### config.mk
export PLATFORM = sky130hd
export DESIGN_NAME = alu_seq_param
export DESIGN_NICKNAME = d
export VERILOG_FILES = /design/src/rtl/alu_seq_param.sv
export SDC_FILE = /design/constraint.sdc
export NUM_CORES = 1
export LEC_CHECK = 0
export CAP_MARGIN = 15
export CORE_MARGIN = 2
export CORE_UTILIZATION = 30
export CTS_CLUSTER_DIAMETER = 30
export DETAILED_ROUTE_END_ITERATION = 6
export GPL_ROUTABILITY_DRIVEN = 0
export PLACE_DENSITY_LB_ADDON = 0.25
export SKIP_CTS_REPAIR_TIMING = 1
export SYNTH_ARGS = -nofsm -noshare
export SYNTH_HDL_FRONTEND = slang
export SYNTH_SLANG_ARGS = --single-unit
### constraint.sdc
create_clock -name clk -period 2.7 [get_ports clk]
set_clock_uncertainty 0.1 [all_clocks]
set_input_delay 0.675 -clock clk [delete_from_list [all_inputs] [get_ports clk]]
set_output_delay 0.675 -clock clk [all_outputs]
set_load 0.03 [all_outputs]
### src/rtl/alu_seq_param.sv
// Registered, handshaked ALU: add/sub/nand/nor/illegal finish in one cycle,
// multiply runs an iterative shift-add over DATA_WIDTH cycles.
module alu_seq_param #(
  parameter int DATA_WIDTH = 8,
  parameter int CNT_WIDTH  = $clog2(DATA_WIDTH) + 1
) (
  input  logic                      clk,
  input  logic                      rst,
  input  logic                      start_in,
  input  logic [DATA_WIDTH-1:0]     a_in,
  input  logic [DATA_WIDTH-1:0]     b_in,
  input  logic [2:0]                sel_in,
  output logic [2*DATA_WIDTH-1:0]   q_out,
  output logic                      done_out,
  output logic                      busy_out,
  output logic                      err_out
);
  localparam int W = DATA_WIDTH;

  typedef enum logic {IDLE, MUL} state_t;

  state_t             state_reg, state_next;
  logic [CNT_WIDTH-1:0] cnt_reg, cnt_next;
  logic [W-1:0]       mcand_reg, mcand_next;
  // Upper half: partial product; lower half: multiplier bits still to consume.
  logic [2*W-1:0]     acc_reg, acc_next;
  logic [2*W-1:0]     q_reg, q_next;
  logic               done_reg, done_next;
  logic               err_reg, err_next;

  logic [W:0]         add_res;
  logic [W:0]         sub_res;
  logic [W:0]         partial;
  logic [2*W-1:0]     acc_shift;

  assign add_res   = {1'b0, a_in} + {1'b0, b_in};
  assign sub_res   = {1'b0, a_in} - {1'b0, b_in};
  assign partial   = {1'b0, acc_reg[2*W-1:W]} + (acc_reg[0] ? {1'b0, mcand_reg} : {(W+1){1'b0}});
  assign acc_shift = {partial, acc_reg[W-1:1]};

  always_ff @(posedge clk) begin
    if (rst) begin
      state_reg <= IDLE;
      cnt_reg   <= '0;
      mcand_reg <= '0;
      acc_reg   <= '0;
      q_reg     <= '0;
      done_reg  <= 1'b0;
      err_reg   <= 1'b0;
    end else begin
      state_reg <= state_next;
      cnt_reg   <= cnt_next;
      mcand_reg <= mcand_next;
      acc_reg   <= acc_next;
      q_reg     <= q_next;
      done_reg  <= done_next;
      err_reg   <= err_next;
    end
  end

  always_comb begin
    state_next = state_reg;
    cnt_next   = cnt_reg;
    mcand_next = mcand_reg;
    acc_next   = acc_reg;
    q_next     = q_reg;
    err_next   = err_reg;
    done_next  = 1'b0;
    case (state_reg)
      IDLE: begin
        if (start_in) begin
          case (sel_in)
            3'd0: begin
              q_next    = {{(W-1){1'b0}}, add_res};
              err_next  = 1'b0;
              done_next = 1'b1;
            end
            3'd1: begin
              q_next    = {{W{sub_res[W]}}, sub_res[W-1:0]};
              err_next  = 1'b0;
              done_next = 1'b1;
            end
            3'd2: begin
              mcand_next = a_in;
              acc_next   = {{W{1'b0}}, b_in};
              cnt_next   = '0;
              state_next = MUL;
            end
            3'd3: begin
              q_next    = {{W{1'b0}}, ~(a_in & b_in)};
              err_next  = 1'b0;
              done_next = 1'b1;
            end
            3'd4: begin
              q_next    = {{W{1'b0}}, ~(a_in | b_in)};
              err_next  = 1'b0;
              done_next = 1'b1;
            end
            default: begin
              q_next    = '0;
              err_next  = 1'b1;
              done_next = 1'b1;
            end
          endcase
        end
      end
      MUL: begin
        acc_next = acc_shift;
        cnt_next = cnt_reg + 1'b1;
        if (cnt_reg == CNT_WIDTH'(W - 1)) begin
          q_next     = acc_shift;
          err_next   = 1'b0;
          done_next  = 1'b1;
          state_next = IDLE;
        end
      end
      default: state_next = IDLE;
    endcase
  end

  assign q_out    = q_reg;
  assign done_out = done_reg;
  assign err_out  = err_reg;
  assign busy_out = (state_reg == MUL);
endmodule

# After elaboration in Yosys (flattened, before gate mapping)
# Index checks and enable logic that the tools add are counted.
# op_classes
add_sub_neg	4
n_mul	0
div_mod_pow	0
n_lt_le_gt_ge	0
n_eq_ne	9
shift	0
muxes	23
n_bitwise	5
reduce_logical	5
# op_table
op	count
16-bit case mux with 5 select lines	1
16-bit 2-to-1 mux	4
16-bit case mux with 2 select lines	2
8-bit by 8-bit adder with 9-bit output	2
8-bit inverter	2
8-bit by 8-bit subtractor with 9-bit output	1
8-bit bitwise AND	1
1-bit 2-to-1 mux	8
4-bit 2-to-1 mux	2
8-bit 2-to-1 mux	1
8-bit bitwise OR	1
1-bit case mux with 2 select lines	4
4-bit case mux with 2 select lines	1
3-bit by 2-bit equality test with 1-bit output, second input constant	2
3-bit AND reduction	2
4-bit by 1-bit adder with 4-bit output, second input constant	1
4-bit by 3-bit equality test with 1-bit output, second input constant	1
2-bit by 1-bit != test with 1-bit output, second input constant	2
2-bit != test, second input constant	2
4-bit OR reduction	1
3-bit by 1-bit equality test with 1-bit output, second input constant	1
3-bit equality test, second input constant	1
3-bit logical NOT	1
2-bit AND reduction	1
1-bit inverter	1
# word_totals
register_bits	47
latchBits	0
ram_bits	0
mem_bits_ro	0
output_inout_bits	19
memories	0

# Depth between registers and ports, before layout
# logic_depth
word_depth	5
mapped_depth	10
mapped_depth_nobuf	10

# Worst setup path after synthesis
# OpenSTA, ideal clock, no wires.
# synth_timing
path_kind	input-to-reg
startpoint	in b_in[1]
endpoint	reg q_reg[7], in the netlist q_out[7]
arrival_ps	2230
required_ps	2481
path_slack_ps	251
cell_stages	8
path_cell_list	inv_1 -> ha_1 -> o21ba_2 -> or4_1 -> a21oi_1 -> nor4_2 -> a211oi_1 -> nand2_1
# synth_via
elab_chain_len	4
# synth_lines
element	line	rtl
from (decl)	11	input logic [DATA_WIDTH-1:0] b_in,
8-bit by 8-bit subtractor with 9-bit output or 8-bit by 8-bit adder with 9-bit output (tied branches)	37, 36	
16-bit case mux with 5 select lines (*)	72	case (sel_in)
16-bit 2-to-1 mux (*)	71	if (start_in) begin
16-bit case mux with 2 select lines (*)	69	case (state_reg)
to (signal assigned)	55	q_reg <= q_next;
to (decl)	27	logic [2*W-1:0] q_reg, q_next;
# Every way passes the cells marked *; elsewhere a longest branch is shown, timed or not. The select of a mux whose other input is x is not followed.
# A chain may end at the register's enable or synchronous reset.

# Worst setup path in the final report
# layout_timing
startpoint	in b_in[2]
endpoint	reg q_reg[8], in the netlist q_out[8]
# Same word-level chain as after synthesis.

==> results.md <==
- Global-route wire length before repair: between 15000 and 20000 um
- Hpwl dp: between 7000 and 8000 um
- Vias in the first global route: roughly 3300
- Final min period: 2.64 ns
- Slew @ Worst Pin: about 1.1 ns
- Initial core utilization: 0.306
- CTS Buffer Depth: 2
- Tightest Hold Check Type: register to register
- Vias: approximately 3300
- Final setup viols: 0
- Routed vias/inst: 5.16
- Syn Area/Cell: 7.79 um^2
- Pre-antenna DRT Iters: 4
- IO Pins: 41
- Final Max Tran Viols: 0
- Fin nets: around 560
- Leakage: ~0.0019 uW
- F_max: around 0.38 GHz
- Die Span Y: roughly 110 um
- CTS Sinks: 47
- Syn Inst Count: between 400 and 500
- All-layer global routing usage: 0.178
- Post-Syn Nets: between 400 and 500
- Clock Latency Late Sink: approximately 0.30 ns
- IO buf count: 40
- Hold Violations, Final: 0
- Rel. slew slack: 0.294
- Worst setup EP type: register
- VDD IR max: 0.183 mV
- Worst setup path end: q_out[8]$_SDFFE_PP0P_
- Antenna violations before repair: 0
- Core Region: 0.0108 mm^2
- Synth Cell Area: 0.00332 mm^2
- TritonCTS clock tree: built
- Seq/Total Area, Yosys: 0.283
- Placed Cells: 636
- Max-cap violations: 0
- Iteration-0 DRC Markers: 218
- CP startpoint: b_in[2]
- Synth unique cells: 60
- Layout Cells excl Fill: roughly 650
- Post-place setup slack: -0.409 ns
- # rows: 38
- Die Area: between 0.01 and 0.015 mm^2
- Status: completed
- Average routed wire per standard cell: 15.9 um
- R2r worst-path depth: 10
- Clk pin slew, worst setup/hold paths: 0.09 ns
- Die width: roughly 110 um
- Final worst path period share: 0.977
- Startpoint types: input port
- Number of synthesized flops with an enable pin: 0
- Syn. warnings: 0
- Final WL: 10200 um
- CTS H-tree lvls: 2
- Layout cells sized above 1: 0.180
- Setup_tns: 0 ns
- Worst r2r src: mcand_reg[0]$_SDFFE_PP0P_
- WS Path Type: input port to register
- Post-synth ARST share: 0
- Switching power: 538 uW
- Internal power: 1130 uW
- Global route overflow: 0
- CP Data Arrival Time: 2.71 ns
- Worst Setup Slack, final: 0.0630 ns
- Residual DRC: 0
- Reg2reg end: q_out[15]$_SDFFE_PP0P_
- Crit path required time: 2.77 ns
- DRT antenna net count: 0
- Share of power burned in registers: 0.442
- R2R Setup Slk: 0.21 ns
- Comb power frac: 0.295
- Largest net degree at the start of global routing: 42
- Switch share: 0.323
- CTS Buf Count: 5
- Pwr dens: between 300 and 400 mW/mm^2
- # diodes: 0
- Crit path max fanout: 7
- Top FF cell, synth: dfxtp_1
- Number of synthesized register bits: 47
- Clock power share: 0.263
- Area grow syn2layout: 33.2%
- Root Buffer: clkbuf_8
## logic make-up (layout without fill, tap and decap cells)
kind of cell | after synthesis | in the layout | synth area share
AO/OA/AOI/OAI | 137 | 137 | 0.264
XOR/XNOR | 4 | 4 | 0.0106
adder cells (fa/ha/maj) | 36 | 36 | 0.142
buffers and inverters | 55 | 134 | 0.0671
flip-flops | 47 | 47 | 0.283
multiplexers | 5 | 5 | 0.0151
AND/OR/NAND/NOR | 142 | 142 | 0.217
## how the worst min path moves through the flow
stage	end	start	slack, ns	cells past startpoint
after floorplan	acc_reg[10]$_SDFFE_PP0P_	acc_reg[10]$_SDFFE_PP0P_	0.34	2
after global placement	acc_reg[8]$_SDFFE_PP0P_	acc_reg[8]$_SDFFE_PP0P_	0.35	2
after detailed placement	acc_reg[8]$_SDFFE_PP0P_	acc_reg[8]$_SDFFE_PP0P_	0.35	2
after CTS	acc_reg[8]$_SDFFE_PP0P_	acc_reg[8]$_SDFFE_PP0P_	0.37	2
after global routing	acc_reg[11]$_SDFFE_PP0P_	acc_reg[11]$_SDFFE_PP0P_	0.39	2
final	acc_reg[11]$_SDFFE_PP0P_	acc_reg[11]$_SDFFE_PP0P_	0.37	2
## worst max-delay path, stage by stage
cell and delay, ns:
clkdlybuf4s50_1 0.51, inv_2 0.07, ha_4 0.24, nor2b_2 0.16
o31a_1 0.33, buf_4 0.14, buf_4 0.12, o21a_1 0.15
o211ai_1 0.22, a211oi_1 0.10
## metal layers
metal / vias to the layer above / GRT usage / routed length, um
li1: 1658 / - / -
met1: 1580 / 0.233 / 4740
met2: 78 / 0.297 / 4800
met3: 14 / 0.0281 / 397
met4: 0 / 0.0642 / 282
met5: - / 0 / 0
## layout make-up
cell class              instances  area (um^2)
flip-flops and latches         47          941
well taps                     140          175
fillers                      1098         6420
multi-input cells             324         2270
clock buffers                   6         72.6
clock inverters                 2         12.5
repair buffers                 97          838
inverters                      29          109
## synthesized netlist by cell type (2+ instances only)
master / count / area, um^2
o21ai_0: 22 / 110
mux2i_1: 5 / 50.1
and3_1: 2 / 12.5
buf_4: 3 / 22.5
a31oi_1: 2 / 12.5
or2_1: 2 / 12.5
nand3_1: 9 / 45.0
o21bai_1: 4 / 30.0
buf_2: 4 / 20.0
nand3b_1: 4 / 30.0
ha_1: 33 / 413
nor2_1: 36 / 135
dfxtp_1: 47 / 941
o31a_1: 2 / 17.5
clkbuf_1: 16 / 60.1
a21oi_1: 47 / 235
buf_1: 3 / 11.3
and2_1: 9 / 56.3
nand2_1: 38 / 143
o211ai_1: 2 / 15.0
nor3_1: 15 / 75.1
xnor2_1: 3 / 26.3
nor2b_1: 8 / 50.1
a211o_1: 2 / 17.5
a22oi_1: 4 / 30.0
inv_1: 29 / 109
a21o_1: 5 / 37.5
fa_1: 3 / 60.1
o22ai_1: 3 / 18.8
o21a_1: 5 / 37.5
nand2b_1: 6 / 37.5
a211oi_1: 25 / 188
## metrics by stage
stage | cell area [um^2] | hold WS (ns) | power [uW] | util
after floorplan | 3320 | 0.341 | 1000 | -
after global placement | 4190 | 0.347 | 1200 | 0.387
after detailed placement | 4190 | 0.355 | 1210 | 0.387
after CTS | 4280 | 0.369 | 1650 | 0.395
after global routing | 4420 | 0.391 | 1750 | 0.408
final | 4420 | 0.367 | 1660 | 0.408
## power groups by stage
stage / combinational, uW / clock, uW / sequential (uW)
2_1_floorplan: 223 / 0 / 782
3_3_place_gp: 453 / 0 / 751
6_report: 492 / 438 / 735
3_5_place_dp: 456 / 0 / 751
4_1_cts: 458 / 459 / 735
5_1_grt: 536 / 479 / 738
## cells in the final DEF (no fill, tap or decap), types with 6 or more instances in the layout
master,Yosys,layout
nand2_1,38,38
nand3_1,9,9
nor2b_1,8,7
nand2b_1,6,6
clkdlybuf4s50_1,0,34
nor2_1,36,36
dfxtp_1,47,47
a211oi_1,25,23
ha_1,33,28
nor3_1,15,14
o21ai_0,22,20
and2_1,9,9
a21oi_1,47,45
buf_4,3,56
inv_1,29,26
Power figures use the tool's default switching activity.
